<file path="config.mk">
export PLATFORM = sky130hd
export DESIGN_NAME = interpreter_receiver
export DESIGN_NICKNAME = d
export VERILOG_FILES = /design/src/rtl/interp_com_pkg.sv /design/src/rtl/interp_rx_fifo.sv /design/src/rtl/interpreter_receiver.sv
export SDC_FILE = /design/constraint.sdc
export NUM_CORES = 1
export LEC_CHECK = 0
export ABC_AREA = 1
export BUFFER_PORTS_ARGS = -buffer_cell sky130_fd_sc_hd__buf_4
export CORE_UTILIZATION = 30
export CTS_CLUSTER_DIAMETER = 50
export DETAILED_ROUTE_END_ITERATION = 8
export GPL_TIMING_DRIVEN = 0
export PLACE_DENSITY = 0.46
export SLEW_MARGIN = 20
export SYNTH_ARGS = -nofsm -noshare
export SYNTH_HDL_FRONTEND = slang
export SYNTH_SLANG_ARGS = --single-unit
</file>
<file path="constraint.sdc">
create_clock -name clk_i -period 2.8 [get_ports clk_i]
set_input_delay 0.42 -clock clk_i [delete_from_list [all_inputs] [get_ports clk_i]]
set_output_delay 0.42 -clock clk_i [all_outputs]
set_load 0.02 [all_outputs]
</file>
<file path="src/rtl/interp_com_pkg.sv">
// Shared definitions for the interpreter byte link: strobe FSM states, status word layout
// and the value returned by a data read from an empty FIFO.
package interp_com_pkg;

  typedef enum logic {
    StWaitLow  = 1'b0,
    StWaitHigh = 1'b1
  } strobe_st_e;

  localparam int unsigned STAT_NEMPTY  = 0;
  localparam int unsigned STAT_FULL    = 1;
  localparam int unsigned STAT_OVF     = 2;
  localparam int unsigned STAT_CNT_LSB = 8;

  localparam logic [31:0] EMPTY_READ_VALUE = 32'hFFFF_FFFF;

  // Assemble the status word returned by a status read.
  function automatic logic [31:0] status_word(input logic [7:0] cnt, input logic ovf,
                                              input logic full, input logic nempty);
    logic [31:0] w;
    w = '0;
    w[STAT_CNT_LSB +: 8] = cnt;
    w[STAT_OVF]          = ovf;
    w[STAT_FULL]         = full;
    w[STAT_NEMPTY]       = nempty;
    return w;
  endfunction

endpackage

</file>
<file path="src/rtl/interp_rx_fifo.sv">
// Depth x 8 byte FIFO. Pointers carry one extra wrap bit so full and empty are distinct.
// A push while full is only taken when a pop happens in the same cycle.
module interp_rx_fifo
  import interp_com_pkg::*;
#(
  parameter int unsigned Depth = 4
) (
  input  logic                     clk_i,
  input  logic                     reset_i,
  input  logic                     push_i,
  input  logic [7:0]               data_i,
  input  logic                     pop_i,
  output logic [7:0]               data_o,
  output logic [$clog2(Depth):0]   count_o,
  output logic                     full_o,
  output logic                     empty_o
);

  localparam int unsigned AddrW = $clog2(Depth);

  logic [7:0]     mem_q [Depth];
  logic [AddrW:0] wr_ptr_q, wr_ptr_d;
  logic [AddrW:0] rd_ptr_q, rd_ptr_d;
  logic           do_push, do_pop;

  assign empty_o = (wr_ptr_q == rd_ptr_q);
  assign full_o  = (wr_ptr_q[AddrW] != rd_ptr_q[AddrW]) &&
                   (wr_ptr_q[AddrW-1:0] == rd_ptr_q[AddrW-1:0]);
  assign count_o = wr_ptr_q - rd_ptr_q;
  assign data_o  = mem_q[rd_ptr_q[AddrW-1:0]];

  assign do_pop  = pop_i & ~empty_o;
  assign do_push = push_i & (~full_o | do_pop);

  // Pointer advance on accepted push/pop.
  always_comb begin
    wr_ptr_d = wr_ptr_q;
    rd_ptr_d = rd_ptr_q;
    if (do_push) wr_ptr_d = wr_ptr_q + 1'b1;
    if (do_pop)  rd_ptr_d = rd_ptr_q + 1'b1;
  end

  // Pointer registers.
  always_ff @(posedge clk_i or posedge reset_i) begin
    if (reset_i) begin
      wr_ptr_q <= '0;
      rd_ptr_q <= '0;
    end else begin
      wr_ptr_q <= wr_ptr_d;
      rd_ptr_q <= rd_ptr_d;
    end
  end

  // Storage; a full push+pop overwrites the head slot after it has been read out.
  always_ff @(posedge clk_i) begin
    if (do_push) mem_q[wr_ptr_q[AddrW-1:0]] <= data_i;
  end

endmodule

</file>
<file path="src/rtl/interpreter_receiver.sv">
// Inbound byte receiver from the external interpreter: synchronises rx_strobe/rx_data,
// pushes a byte on each synced rising strobe edge and serves CPU data/status loads.
// Optional macro INTERP_RX_ACK_EN enables a 4-phase ack with backpressure when full;
// without it rx_ack_o is tied low and bytes arriving at a full FIFO set the overflow flag.
module interpreter_receiver
  import interp_com_pkg::*;
#(
  parameter int unsigned Depth      = 4,
  parameter int unsigned SyncStages = 2
) (
  input  logic        clk_i,
  input  logic        reset_i,
  input  logic        rx_strobe_i,
  input  logic [7:0]  rx_data_i,
  input  logic        rd_en_i,
  input  logic        rd_sel_i,
  output logic [31:0] rd_data_o,
  output logic        rx_avail_o,
  output logic        rx_ack_o
);

  logic [SyncStages-1:0] strobe_sync_q;
  logic [7:0]            data_sync_q [SyncStages];
  logic                  strobe_s;
  logic [7:0]            byte_s;

  strobe_st_e            state_q, state_d;
  logic                  push, pop, accept, status_rd, ovf_set;
  logic                  ovf_q, ovf_d;
  logic [31:0]           rd_data_q, rd_data_d;

  logic [7:0]            fifo_head;
  logic [$clog2(Depth):0] fifo_count;
  logic                  fifo_full, fifo_empty;
  logic [7:0]            cnt8;

  // Synchroniser chains; the strobe chain resets high so a strobe held through reset
  // never looks like a fresh low->high edge.
  always_ff @(posedge clk_i or posedge reset_i) begin
    if (reset_i) begin
      strobe_sync_q <= '1;
      for (int i = 0; i < SyncStages; i++) data_sync_q[i] <= '0;
    end else begin
      strobe_sync_q <= {strobe_sync_q[SyncStages-2:0], rx_strobe_i};
      data_sync_q[0] <= rx_data_i;
      for (int i = 1; i < SyncStages; i++) data_sync_q[i] <= data_sync_q[i-1];
    end
  end

  assign strobe_s = strobe_sync_q[SyncStages-1];
  assign byte_s   = data_sync_q[SyncStages-1];

  assign pop       = rd_en_i & ~rd_sel_i & ~fifo_empty;
  assign status_rd = rd_en_i & rd_sel_i;

`ifdef INTERP_RX_ACK_EN
  assign accept = ~fifo_full | pop;
`else
  assign accept = 1'b1;
`endif

  // Strobe FSM state register.
  always_ff @(posedge clk_i or posedge reset_i) begin
    if (reset_i) state_q <= StWaitLow;
    else         state_q <= state_d;
  end

  // Strobe FSM next state.
  always_comb begin
    state_d = state_q;
    unique case (state_q)
      StWaitLow:  if (!strobe_s)          state_d = StWaitHigh;
      StWaitHigh: if (strobe_s && accept) state_d = StWaitLow;
      default:                            state_d = StWaitLow;
    endcase
  end

  // Strobe FSM output: push on an accepted synced rising edge.
  always_comb begin
    push = (state_q == StWaitHigh) && strobe_s && accept;
  end

  interp_rx_fifo #(
    .Depth (Depth)
  ) u_fifo (
    .clk_i   (clk_i),
    .reset_i (reset_i),
    .push_i  (push),
    .data_i  (byte_s),
    .pop_i   (pop),
    .data_o  (fifo_head),
    .count_o (fifo_count),
    .full_o  (fifo_full),
    .empty_o (fifo_empty)
  );

  assign cnt8       = 8'(fifo_count);
  assign ovf_set    = push & fifo_full & ~pop;
  assign rx_avail_o = ~fifo_empty;

  // Sticky overflow and read-result next state; a new overflow beats a clearing read.
  always_comb begin
    ovf_d     = ovf_set | (ovf_q & ~status_rd);
    rd_data_d = rd_data_q;
    if (rd_en_i) begin
      if (rd_sel_i)        rd_data_d = status_word(cnt8, ovf_q, fifo_full, ~fifo_empty);
      else if (fifo_empty) rd_data_d = EMPTY_READ_VALUE;
      else                 rd_data_d = {24'h0, fifo_head};
    end
  end

  // Overflow flag and registered read result.
  always_ff @(posedge clk_i or posedge reset_i) begin
    if (reset_i) begin
      ovf_q     <= 1'b0;
      rd_data_q <= '0;
    end else begin
      ovf_q     <= ovf_d;
      rd_data_q <= rd_data_d;
    end
  end

  assign rd_data_o = rd_data_q;

`ifdef INTERP_RX_ACK_EN
  logic ack_q, ack_d;

  // Ack rises after a push and drops once the synced strobe is seen low.
  always_comb begin
    ack_d = ack_q;
    if (push)                  ack_d = 1'b1;
    else if (ack_q && !strobe_s) ack_d = 1'b0;
  end

  // Ack register.
  always_ff @(posedge clk_i or posedge reset_i) begin
    if (reset_i) ack_q <= 1'b0;
    else         ack_q <= ack_d;
  end

  assign rx_ack_o = ack_q;
`else
  assign rx_ack_o = 1'b0;
`endif

endmodule

</file>
# Word level (Yosys, flattened, before mapping)

Memories as Yosys holds them, arrays and structs flattened.
Index checks and enable logic that the tools add are counted.

Reductions and logical operators: 2
Bitwise operators: 15
$add $sub $neg: 3
Equal/unequal tests: 3
Muxes and demuxes: 5

Operators by type and width:

| kind                                         | count |
|---|---|
| two-way mux 32 bit                           | 2 |
| bitwise AND 1 bit                            | 8 |
| adder 3 x 1 -> 3 bit (second input constant) | 2 |
| inverter 1 bit                               | 5 |
| == test 3 bit                                | 1 |
| two-way mux 1 bit                            | 3 |
| subtractor 3 bit                             | 1 |
| == test 2 bit                                | 1 |
| logical AND 1 bit                            | 2 |
| bitwise OR 1 bit                             | 2 |
| inequality test 1 bit                        | 1 |

Output and inout port bits: 34
Memories: 1
Bits of input ports: 13
Word-level logic and storage cells: 37
Flip-flop bits (word level): 58
Bits in writable memories: 32

Memory list:

| name         | words | bits a word | read ports | clocked after memory_dff | wr ports | line                 | text |
|---|---|---|---|---|---|---|---|
| u_fifo.mem_q | 4     | 8           | 1          | 0                        | 1        | interp_rx_fifo.sv:21 | `logic [7:0] mem_q [Depth];` |

# Depth between registers and ports, before layout

Gate-level depths: netlist of run 1.

Word-level depth: 8
Mapped depth: 10
Gate-level depth less buffers: 8

# By module

A second synthesis of run 1 with hierarchy kept.

Cells, all modules: 259
Area, all modules: 2936.6 µm²

Modules (own cells, without submodules):

| module               | area an instance (µm²) | times used | seq. area each (µm²) | cells each |
|---|---|---|---|---|
| interp_rx_fifo       | 1672.9                 | 1          | 1111.1               | 141 |
| interpreter_receiver | 1263.7                 | 1          | 803.3                | 118 |

# Least setup slack after synthesis of run 1

OpenSTA, ideal clock, no wires.

Path kind: reg2reg
Start: register u_fifo.rd_ptr_q[1]
End: memory u_fifo.mem_q[0][0], enable pin
Setup slack: 0.754 ns
Path buffers: 1
Data required time: 2.429 ns
Stages on the path, launching flop included: 9
Period minus slack after synthesis: 2.046 ns
Arrival: 1.675 ns
Cell sequence: dfrtp_1 buf_2 inv_2 ha_1 nand2_1 inv_2 nand3b_4 nand2_2 nor2_1

Longest elaborated chain between the ends: 8

RTL lines:

| item                                      | line                                             | text |
|---|---|---|
| start: declaration                        | interp_rx_fifo.sv:23                             | `logic [AddrW:0] rd_ptr_q, rd_ptr_d;` |
| start signal: assignment                  | interp_rx_fifo.sv:50                             | `rd_ptr_q <= rd_ptr_d;` |
| == test 3 bit                             | interp_rx_fifo.sv:26                             | `assign empty_o = (wr_ptr_q == rd_ptr_q);` |
| inverter 1 bit                            | interp_rx_fifo.sv:32, interpreter_receiver.sv:53 |  |
| bitwise AND 1 bit                         | interpreter_receiver.sv:53                       | `assign pop = rd_en_i & ~rd_sel_i & ~fifo_empty;` |
| bitwise AND 1 bit                         | interp_rx_fifo.sv:32                             | `assign do_pop = pop_i & ~empty_o;` |
| bitwise OR 1 bit *                        | interp_rx_fifo.sv:33                             | `assign do_push = push_i & (~full_o \| do_pop);` |
| bitwise AND 1 bit *                       | interp_rx_fifo.sv:33                             |  |
| two-way mux 1 bit *                       | interp_rx_fifo.sv:56                             | `if (do_push) mem_q[wr_ptr_q[AddrW-1:0]] <= data_i;` |
| two-way mux 1 bit (implied by the code) * | interp_rx_fifo.sv:56                             |  |
| end: declaration                          | interp_rx_fifo.sv:21                             |  |

Mark *: on every way between the ends. The rest lies on a longest branch, timed or not.

# Worst setup path in the final report of run 1

Start: register u_fifo.rd_ptr_q[1]
End: memory u_fifo.mem_q[0][6], enable pin

Same word-level chain as after synthesis.

==> impl_summary.log, run 1 <==
INFO  metric final.setup_skew = 0.007718 ns
INFO  metric place_worst_setup_slack = 0.06977 ns
INFO  metric clockBufferDepth = 2
INFO  metric final_max_slew_viol_count = 0
INFO  metric power.leakage = 1.722 nW
INFO  metric synth_top_family_by_area = simple AND/OR/NAND/NOR gates
INFO  metric synth-warning-count = 0
INFO  metric routed_wirelength = 5.737 mm
INFO  metric synth-edff-count = 32
INFO  metric fmaxAchievable = 377.6 MHz
INFO  metric dieWidth = 100.8 µm
INFO  metric drt-vias-per-instance = 4.048
INFO  metric area_growth = 24.26%
INFO  metric tritoncts = yes
INFO  metric report.final.hold_viol_count = 0
INFO  metric total_power = 3.789 mW
INFO  metric pin_count = 47
INFO  metric avgRoutedWirePerCell = 12.61 µm
INFO  metric minimum_clock_period_after_layout = 2.648 ns
INFO  metric drc = 0
INFO  metric die-area = 10160 µm²
INFO  metric dp_hpwl = 3.826 mm
INFO  metric synth.cell_area = 2929 µm²
INFO  metric antenna_cells_inserted = 0
INFO  metric tritoncts_num_sinks = 70
INFO  metric synthArstFlopShare = 54.29%
INFO  metric fin_setup_tns = 0 ns
INFO  metric worstHoldPathType = input pin to async pin
INFO  metric share_comb_of_total_power = 42.1%
INFO  metric floorplan.initialDensity = 31.40%
INFO  metric gp_congestion = 0.7302
INFO  metric netSwitchingFraction = 37.77%
INFO  metric p_int = 2.358 mW
INFO  metric groute.usage.overall = 12.76%
INFO  metric max_slew.worst_pin.slew = 0.8947 ns
INFO  metric synth_compound_gate_area_share = 1.367%
INFO  metric final.fill_count = 921
INFO  metric first_pass_grt_wire_length = 9.425 mm
INFO  metric syn_nets = 286
INFO  metric worst-endpoint-arrival = 2.61 ns
INFO  metric grt_pass1_vias = 1785
INFO  metric largest_fanout_on_the_critical_path = 10
INFO  metric synthAdderAreaFrac = 3.674%
INFO  metric cts.htree.levels = 3
INFO  metric primary_ff_master_synth = sky130_fd_sc_hd__dfrtp_1
INFO  metric synth_area_leaders = sky130_fd_sc_hd__edfxtp_1 33%, sky130_fd_sc_hd__dfrtp_1 31%, sky130_fd_sc_hd__nand2_1 10%
INFO  metric timing.final.crit_share = 94.57%
INFO  metric post_synth_num_cell_types = 28
INFO  metric clk_transition_reported_paths = 0.07 ns
INFO  metric postSynthCellCount = 265
INFO  metric max-cap-violations = 0
INFO  metric antenna_violations_before_repair = 0
INFO  metric netlist_top_cells_count = 79 x sky130_fd_sc_hd__nand2_1, 36 x sky130_fd_sc_hd__dfrtp_1, 32 x sky130_fd_sc_hd__edfxtp_1, 31 x sky130_fd_sc_hd__nand3_1, 23 x sky130_fd_sc_hd__buf_4
INFO  metric grt_start_max_net_pins = 23
INFO  metric postLayoutSetupSlackWorst = 0.1520 ns
INFO  metric synth_seq_area_share = 65.36%
INFO  metric status = completed
INFO  metric share_seq_of_total_power = 37.4%
INFO  metric clock_power_share = 20.4%
INFO  metric crit_required = 2.76 ns
INFO  metric layout-drive-gt1-share = 31.60%
INFO  metric peakVddDrop = 0.0003013 V
INFO  metric worst_slew_margin_rel = 40.13%
INFO  metric die_y = 100.8 µm
INFO  metric worst_setup_path_end_kind = flip-flop
INFO  metric rsz0062_at_grt = true
INFO  metric yosys.cell_count.top_type = sky130_fd_sc_hd__nand2_1
INFO  metric post-synth-top-area-cell = sky130_fd_sc_hd__edfxtp_1
INFO  metric finish.net_count = 343
INFO  metric finalSetupViolCount = 0
INFO  metric std_cell_rows = 35
INFO  metric syn_area_per_cell = 11.05 µm²
INFO  metric num_vias = 1842
INFO  metric power_per_cell_area = 1041 nW/µm²
INFO  metric globalRouteOverflowTotal = 0
INFO  metric synth_top_cell_area_share = 32.81%
INFO  metric cts_made_buffers = 9
INFO  metric register_bit_total_from_synthesis = 70
INFO  metric dr_pass1_iterations = 4
INFO  metric placeableCoreArea = 9328 µm²
INFO  metric violation_count_after_the_first_detailed_route_iteration = 63
INFO  metric number_of_buffers_inserted_by_port_buffering = 45
INFO  metric cts.repair_timing.setup_buffer_count = 0
INFO  metric postRouteAntennaNets = 0
INFO  metric post_synth_mux_area_share = 0%
INFO  metric synth_xor_area_share = 0.5980%
INFO  metric switchingPower = 1.431 mW
INFO  metric worstSkewPairLatency = 0.34 ns
INFO  metric timing_worst_setup_path_type = flip-flop to flip-flop
INFO  metric yosys.area_share.simple = 19.31%
INFO  metric clock-root-buffer = sky130_fd_sc_hd__clkbuf_8
INFO  metric startpoint_class = flip-flop
-- power groups by stage --
| stage | Clock (mW) | Combinational (mW) | Sequential, mW |
|---|---|---|---|
| after detailed placement | 0 | 1.62 | 1.44 |
| after global placement | 0 | 1.61 | 1.44 |
| after global routing | 0.848 | 1.80 | 1.45 |
| after floorplan | 0 | 0.981 | 1.51 |
| final | 0.775 | 1.60 | 1.42 |
| after CTS | 0.800 | 1.62 | 1.42 |
-- critical path, stage by stage (launching register included) --
cell and delay (ns):
sky130_fd_sc_hd__dfrtp_1 0.39, sky130_fd_sc_hd__buf_2 0.27, sky130_fd_sc_hd__inv_2 0.16, sky130_fd_sc_hd__ha_1 0.32, sky130_fd_sc_hd__nand2_1 0.12, sky130_fd_sc_hd__inv_2 0.09
sky130_fd_sc_hd__nand3b_4 0.11, sky130_fd_sc_hd__nand2_2 0.11, sky130_fd_sc_hd__nor2_1 0.70
-- cells in the final DEF (no fill, tap or decap), types with 7 or more instances in the layout --
cell                       netlist  layout
sky130_fd_sc_hd__ha_1            7       7
sky130_fd_sc_hd__nor2_1          9       8
sky130_fd_sc_hd__inv_1          15      14
sky130_fd_sc_hd__edfxtp_1       32      32
sky130_fd_sc_hd__clkbuf_8        0       9
sky130_fd_sc_hd__dfrtp_1        36      36
sky130_fd_sc_hd__nand2_1        79      79
sky130_fd_sc_hd__nand3_1        31      31
sky130_fd_sc_hd__buf_4          23      68
-- cell families after synthesis --
logic type / Yosys count
and+or+nand+nor: 129
buffers and inverters: 48
adders and majority gates: 8
DFF: 70
AOI/OAI and AO/OA: 7
other: 1
xor gates and xnor gates: 2
-- path summary, 6_finish.rpt --
path | from | to | slack, ns | depth (start not counted)
worst max-delay path | u_fifo.rd_ptr_q[1] | u_fifo.mem_q[0][6] | 0.15 | 8
worst min-delay path | reset_i | data_sync_q[11] | 0.10 | 2
worst max register to register | u_fifo.rd_ptr_q[1] | u_fifo.mem_q[0][6] | 0.15 | 8
worst min register to register | data_sync_q[15] | byte_s[7] | 0.35 | 0
max in group asynchronous | reset_i | byte_s[6] | 2.23 | 3
min in group clk_i | rx_data_i[3] | data_sync_q[11] | 0.18 | 1
-- final cells by class --
| class | instances | area (µm²) | area share (%) |
|---|---|---|---|
| clock inverters | 4 | 50.05 | 1.375 |
| inverters | 20 | 77.57 | 2.131 |
| multi-input cells | 147 | 737.0 | 20.25 |
| clock buffers | 11 | 131.4 | 3.609 |
| repair buffers | 46 | 365.4 | 10.04 |
| well taps | 129 | 161.4 | 4.435 |
| flip-flops and latches | 70 | 1914 | 52.60 |
| plain buffers | 28 | 202.7 | 5.569 |
-- metrics by stage --
step	util, %	hold slack, ns	instances	instance area (µm²)
global placement	36.75	0.3332	439	3428
CTS	38.99	0.1115	455	3637
global route	39.02	0.1324	455	3640
finish	39.02	0.1016	455	3640
floorplan	-	0.3312	265	2929
detailed placement	37.05	0.3355	440	3456
-- timing repair --
| action | in CTS | in global routing |
|---|---|---|
| gates resized for setup | 0 | 1 |
| hold endpoints to repair | 0 | 0 |
| hold buffers | 0 | 0 |
| endpoints found under the setup margin | 0 | 32 |
-- metal layers --
metal / GRT usage, % / routed length [µm] / up-vias / share of wire [%]
met5: 0 / 0 / - / 0
met4: 5.017 / 97 / 0 / 1.7
met3: 2.913 / 266 / 10 / 4.6
met2: 21.76 / 2742 / 48 / 48
met1: 15.69 / 2631 / 840 / 46
li1: - / - / 944 / -
-- state kept, by name (all words and copies together) (netlist names) --
signal and flops:
byte_s 8, data_sync_q 8, ovf_q 1, rd_data_o 12
state_q 1, strobe_sync_q 2, u_fifo.mem_q 32, u_fifo.rd_ptr_q 3
u_fifo.wr_ptr_q 3
Note: power is estimated with default switching activity, not from simulation.
==> run 2, diff against run 1 <==
CORE_UTILIZATION = 35   (was 30)
PLACE_DENSITY = 0.52   (was 0.46)
==> impl_summary.log, run 2 (synthesis results as in run 1) <==
INFO  metric status = completed
INFO  metric worstHoldPathType = input pin to async pin
INFO  metric final_max_slew_viol_count = 0
INFO  metric layout-drive-gt1-share = 32.11%
INFO  metric rsz0062_at_grt = true
INFO  metric final.setup_skew = 0.004678 ns
INFO  metric mostFrequentLayoutCell = sky130_fd_sc_hd__nand2_1
INFO  metric pin_count = 47
INFO  metric timing.hold.ws = 0.05351 ns
INFO  metric clk_transition_reported_paths = 0.07 ns
INFO  metric dr_pass1_iterations = 4
INFO  metric cts.repair_timing.setup_buffer_count = 0
INFO  metric timing.final.crit_share = 94.60%
INFO  metric dp_hpwl = 3.580 mm
INFO  metric crit_required = 2.77 ns
INFO  metric final_core_utilization = 44.28%
INFO  metric netSwitchingFraction = 37.43%
INFO  metric final.fill_count = 786
INFO  metric grt_pass1_vias = 1859
INFO  metric routed_wirelength = 5.423 mm
INFO  metric antenna_violations_before_repair = 0
INFO  metric finish.net_count = 343
INFO  metric leading_cell_types_in_the_layout_fill_and_taps_excluded = 79 x sky130_fd_sc_hd__nand2_1, 68 x sky130_fd_sc_hd__buf_4, 36 x sky130_fd_sc_hd__dfrtp_1
INFO  metric first_pass_grt_wire_length = 9.121 mm
INFO  metric minimum_clock_period_after_layout = 2.649 ns
INFO  metric worst_slew_margin_rel = 40.22%
INFO  metric power_per_cell_area = 1052 nW/µm²
INFO  metric clockBufferDepth = 2
INFO  metric postRouteAntennaNets = 0
INFO  metric share_comb_of_total_power = 41.6%
INFO  metric worstSkewPairLatency = 0.34 ns
INFO  metric cts_made_buffers = 9
INFO  metric gp_congestion = 0.7736
INFO  metric post-place-cells = 416
INFO  metric std_cell_rows = 33
INFO  metric fmaxAchievable = 377.5 MHz
INFO  metric tritoncts = yes
INFO  metric total_power = 3.807 mW
INFO  metric share_seq_of_total_power = 37.2%
INFO  metric antenna_cells_inserted = 0
INFO  metric violation_count_after_the_first_detailed_route_iteration = 79
INFO  metric largest_reg_flops = 32
INFO  metric avgRoutedWirePerCell = 12.55 µm
INFO  metric max-cap-violations = 0
INFO  metric largest_fanout_on_the_critical_path = 10
INFO  metric switchingPower = 1.425 mW
INFO  metric fin_setup_tns = 0 ns
INFO  metric timing_worst_setup_path_type = flip-flop to flip-flop
INFO  metric clock-root-buffer = sky130_fd_sc_hd__clkbuf_8
INFO  metric die_y = 93.48 µm
INFO  metric power.leakage = 1.737 nW
INFO  metric grt_start_max_net_pins = 24
INFO  metric max_slew.worst_pin.slew = 0.8933 ns
INFO  metric drt-vias-per-instance = 4.285
INFO  metric startpoint_class = flip-flop
INFO  metric groute.usage.overall = 14.35%
INFO  metric peakVddDrop = 0.0003393 V
INFO  metric worst_setup_path_end_kind = flip-flop
INFO  metric postCtsResizedCells = 0
INFO  metric drc = 0
INFO  metric placeableCoreArea = 8175 µm²
INFO  metric finalSetupViolCount = 0
INFO  metric number_of_buffers_inserted_by_port_buffering = 45
INFO  metric report.final.hold_viol_count = 0
INFO  metric worst-endpoint-arrival = 2.62 ns
INFO  metric p_int = 2.382 mW
INFO  metric dieWidth = 93.48 µm
INFO  metric clock_power_share = 21.3%
INFO  metric globalRouteOverflowTotal = 0
INFO  metric area_growth = 23.58%
INFO  metric floorplan.initialDensity = 35.83%
INFO  metric cts.htree.levels = 3
INFO  metric num_vias = 1851
INFO  metric final_cells = 432
INFO  metric tritoncts_num_sinks = 70
INFO  metric die-area = 8739 µm²
INFO  metric cts_hold_repair.buffers = 0
[run 2: changes by cell type in the layout (fill, tap and decap cells not counted), sizes merged]
cell	change
clkbuf	-1
clkinvlp	-2
clkinv	+4
[run 2: area by class of cell]
class | instances | area (µm²) | share of cell area (%)
clock inverter | 6 | 61.31 | 1.694
tap | 105 | 131.4 | 3.629
multi-input combinational | 147 | 737.0 | 20.36
inverter | 20 | 77.57 | 2.143
clock buffer | 10 | 137.6 | 3.802
sequential | 70 | 1914 | 52.89
buffer | 28 | 202.7 | 5.600
timing repair buffer | 46 | 357.8 | 9.886
[run 2: power by group through the flow]
stage / Sequential, mW / Clock [mW] / Combinational [mW]
final: 1.41 / 0.810 / 1.58
after global routing: 1.44 / 0.875 / 1.77
after CTS: 1.42 / 0.832 / 1.61
after detailed placement: 1.44 / 0 / 1.60
after floorplan: 1.51 / 0 / 0.981
after global placement: 1.43 / 0 / 1.58
[run 2: worst paths after layout]
| kind | endpoint | cells after the start | slack, ns | start |
|---|---|---|---|---|
| worst max-delay path | u_fifo.mem_q[1][5] | 8 | 0.15 | u_fifo.rd_ptr_q[1] |
| worst min-delay path | byte_s[4] | 2 | 0.05 | reset_i |
| worst max register to register | u_fifo.mem_q[1][5] | 8 | 0.15 | u_fifo.rd_ptr_q[1] |
| worst min register to register | byte_s[5] | 0 | 0.35 | data_sync_q[13] |
| max in group asynchronous | strobe_sync_q[1] | 3 | 2.23 | reset_i |
| min in group clk_i | data_sync_q[9] | 1 | 0.18 | rx_data_i[1] |
[run 2: worst max-delay path, stage by stage (launching register included)]
cell and delay (ns):
sky130_fd_sc_hd__dfrtp_1 0.40, sky130_fd_sc_hd__buf_2 0.27, sky130_fd_sc_hd__inv_2 0.16, sky130_fd_sc_hd__ha_1 0.32
sky130_fd_sc_hd__nand2_1 0.12, sky130_fd_sc_hd__inv_2 0.08, sky130_fd_sc_hd__nand3b_4 0.11, sky130_fd_sc_hd__nand2_2 0.11
sky130_fd_sc_hd__nor2_1 0.70
[run 2: per-layer routing]
metal	vias to the layer above	global-route usage, %	wire length, µm	part of all wire (%)
li1	947	-	-	-
met1	847	16.30	2371	44
met2	53	24.75	2666	49
met3	4	4.228	345	6.4
met4	0	6.667	40	0.74
met5	-	0	0	0
[run 2: per-stage QoR]
stage / setup WS (ns) / cell area [µm²]
final: 0.1512 / 3620
after global routing: -0.03643 / 3620
after detailed placement: 0.06699 / 3418
after global placement: 0.09665 / 3398
after CTS: 0.03469 / 3617
after floorplan: 0.7543 / 2929
==> run 3, diff against run 2 <==
CORE_MARGIN = 2   (was not set)
==> impl_summary.log, run 3 (synthesis results as in run 1) <==
INFO  metric num_vias = 1844
INFO  metric largest_reg_flops = 32
INFO  metric globalRouteOverflowTotal = 0
INFO  metric dr_pass1_iterations = 4
INFO  metric status = completed
INFO  metric die-area = 9116 µm²
INFO  metric worstHoldPathType = input pin to async pin
INFO  metric minimum_clock_period_after_layout = 2.633 ns
INFO  metric final.fill_count = 808
INFO  metric worst_slew_margin_rel = 42.45%
INFO  metric dieWidth = 95.48 µm
INFO  metric number_of_buffers_inserted_by_port_buffering = 45
INFO  metric antenna_violations_before_repair = 0
INFO  metric multiInputGateArea = 737.0 µm²
INFO  metric first_pass_grt_wire_length = 8.694 mm
INFO  metric power_per_cell_area = 1069 nW/µm²
INFO  metric leading_cell_types_in_the_layout_fill_and_taps_excluded = 79 x sky130_fd_sc_hd__nand2_1, 68 x sky130_fd_sc_hd__buf_4, 36 x sky130_fd_sc_hd__dfrtp_1
INFO  metric clock-root-buffer = sky130_fd_sc_hd__clkbuf_8
INFO  metric die_y = 95.48 µm
INFO  metric final.setup_skew = 0.009197 ns
INFO  metric cts_made_buffers = 9
INFO  metric clk_transition_reported_paths = 0.08 ns
INFO  metric drt-vias-per-instance = 4.269
INFO  metric worst_setup_path_end_kind = flip-flop
INFO  metric power.leakage = 1.746 nW
INFO  metric report.final.hold_viol_count = 0
INFO  metric cts.repair_timing.setup_buffer_count = 0
INFO  metric layout-drive-gt1-share = 32.11%
INFO  metric gp_congestion = 0.7767
INFO  metric avgRoutedWirePerCell = 12.32 µm
INFO  metric total_power = 3.897 mW
INFO  metric groute.usage.overall = 13.21%
INFO  metric pin_count = 47
INFO  metric postRouteAntennaNets = 0
INFO  metric max_slew.worst_pin.slew = 0.8600 ns
INFO  metric final_max_slew_viol_count = 0
INFO  metric violation_count_after_the_first_detailed_route_iteration = 96
INFO  metric tritoncts = yes
INFO  metric finish.net_count = 343
INFO  metric mostFrequentLayoutCell = sky130_fd_sc_hd__nand2_1
INFO  metric largest_fanout_on_the_critical_path = 10
INFO  metric worstSkewPairLatency = 0.34 ns
INFO  metric clockBufferDepth = 2
INFO  metric grt_pass1_vias = 1743
INFO  metric postCtsResizedCells = 0
INFO  metric timing_worst_setup_path_type = flip-flop to flip-flop
INFO  metric std_cell_rows = 33
INFO  metric routed_wirelength = 5.324 mm
INFO  metric startpoint_class = flip-flop
INFO  metric worst-endpoint-arrival = 2.60 ns
INFO  metric peakVddDrop = 0.0004086 V
INFO  metric area_growth = 24.43%
INFO  metric crit_required = 2.77 ns
INFO  metric fmaxAchievable = 379.8 MHz
INFO  metric cts.htree.levels = 3
INFO  metric layout.area.seq = 1914 µm²
INFO  metric timing.final.crit_share = 94.05%
INFO  metric final_core_utilization = 44.58%
INFO  metric tritoncts_num_sinks = 70
INFO  metric grt_start_max_net_pins = 24
INFO  metric floorplan.initialDensity = 35.83%
INFO  metric placeableCoreArea = 8175 µm²
INFO  metric cts_hold_repair.buffers = 0
INFO  metric drc = 0
INFO  metric max-cap-violations = 0
INFO  metric dp_hpwl = 3.634 mm
INFO  metric finalSetupViolCount = 0
INFO  metric antenna_cells_inserted = 0
INFO  metric rsz0062_at_grt = true
==> run 3: final timing paths <==
kind / from / end / slack (ns) / cells after the start
hold reg to reg: data_sync_q[9] / byte_s[1] / 0.35 / 0
setup / recovery: u_fifo.rd_ptr_q[1] / u_fifo.mem_q[1][4] / 0.17 / 8
min in group clk_i: rx_data_i[4] / data_sync_q[12] / 0.18 / 1
hold / removal: reset_i / data_sync_q[14] / 0.04 / 2
max in group asynchronous: reset_i / rd_data_o[0] / 2.31 / 3
setup reg to reg: u_fifo.rd_ptr_q[1] / u_fifo.mem_q[1][4] / 0.17 / 8
==> run 3: metal layers <==
layer	GRT usage, %	up-vias	wire length (µm)
met4	5.357	0	102
met3	4.111	10	320
li1	-	947	-
met5	0	-	0
met2	22.12	51	2542
met1	15.85	836	2358
==> run 3: cell type report <==
type,instances,share of cell area [%]
sequential,70,52.52
multi-input combinational,147,20.22
timing repair buffer,46,9.818
buffer,28,5.561
clock buffer,11,3.879
tap,105,3.605
clock inverter,5,2.266
inverter,20,2.128
==> run 3: stage by stage <==
step,instances,setup slack [ns],hold slack (ns),area [µm²],TNS [ns]
after floorplan,265,0.7543,0.3312,2929,0
after global placement,415,0.08829,0.3323,3398,0
after detailed placement,416,0.1158,0.3358,3418,0
after CTS,432,0.1006,0.04203,3642,0
after global routing,432,-0.001749,0.06260,3645,-0.001749
final,432,0.1667,0.04016,3645,0
==> run 3: critical path, stage by stage (launching register included) <==
cell,delay (ns)
sky130_fd_sc_hd__dfrtp_1,0.40
sky130_fd_sc_hd__buf_2,0.28
sky130_fd_sc_hd__inv_2,0.17
sky130_fd_sc_hd__ha_1,0.32
sky130_fd_sc_hd__nand2_1,0.11
sky130_fd_sc_hd__inv_2,0.08
sky130_fd_sc_hd__nand3b_4,0.11
sky130_fd_sc_hd__nand2_2,0.11
sky130_fd_sc_hd__nor2_1,0.67
==> run 3: where the power goes <==
group	leakage (nW)	switching, mW	internal (mW)
Clock	0.113	0.372	0.528
Combinational	0.883	0.906	0.679
Sequential	0.750	0.141	1.27
Total	1.75	1.42	2.48
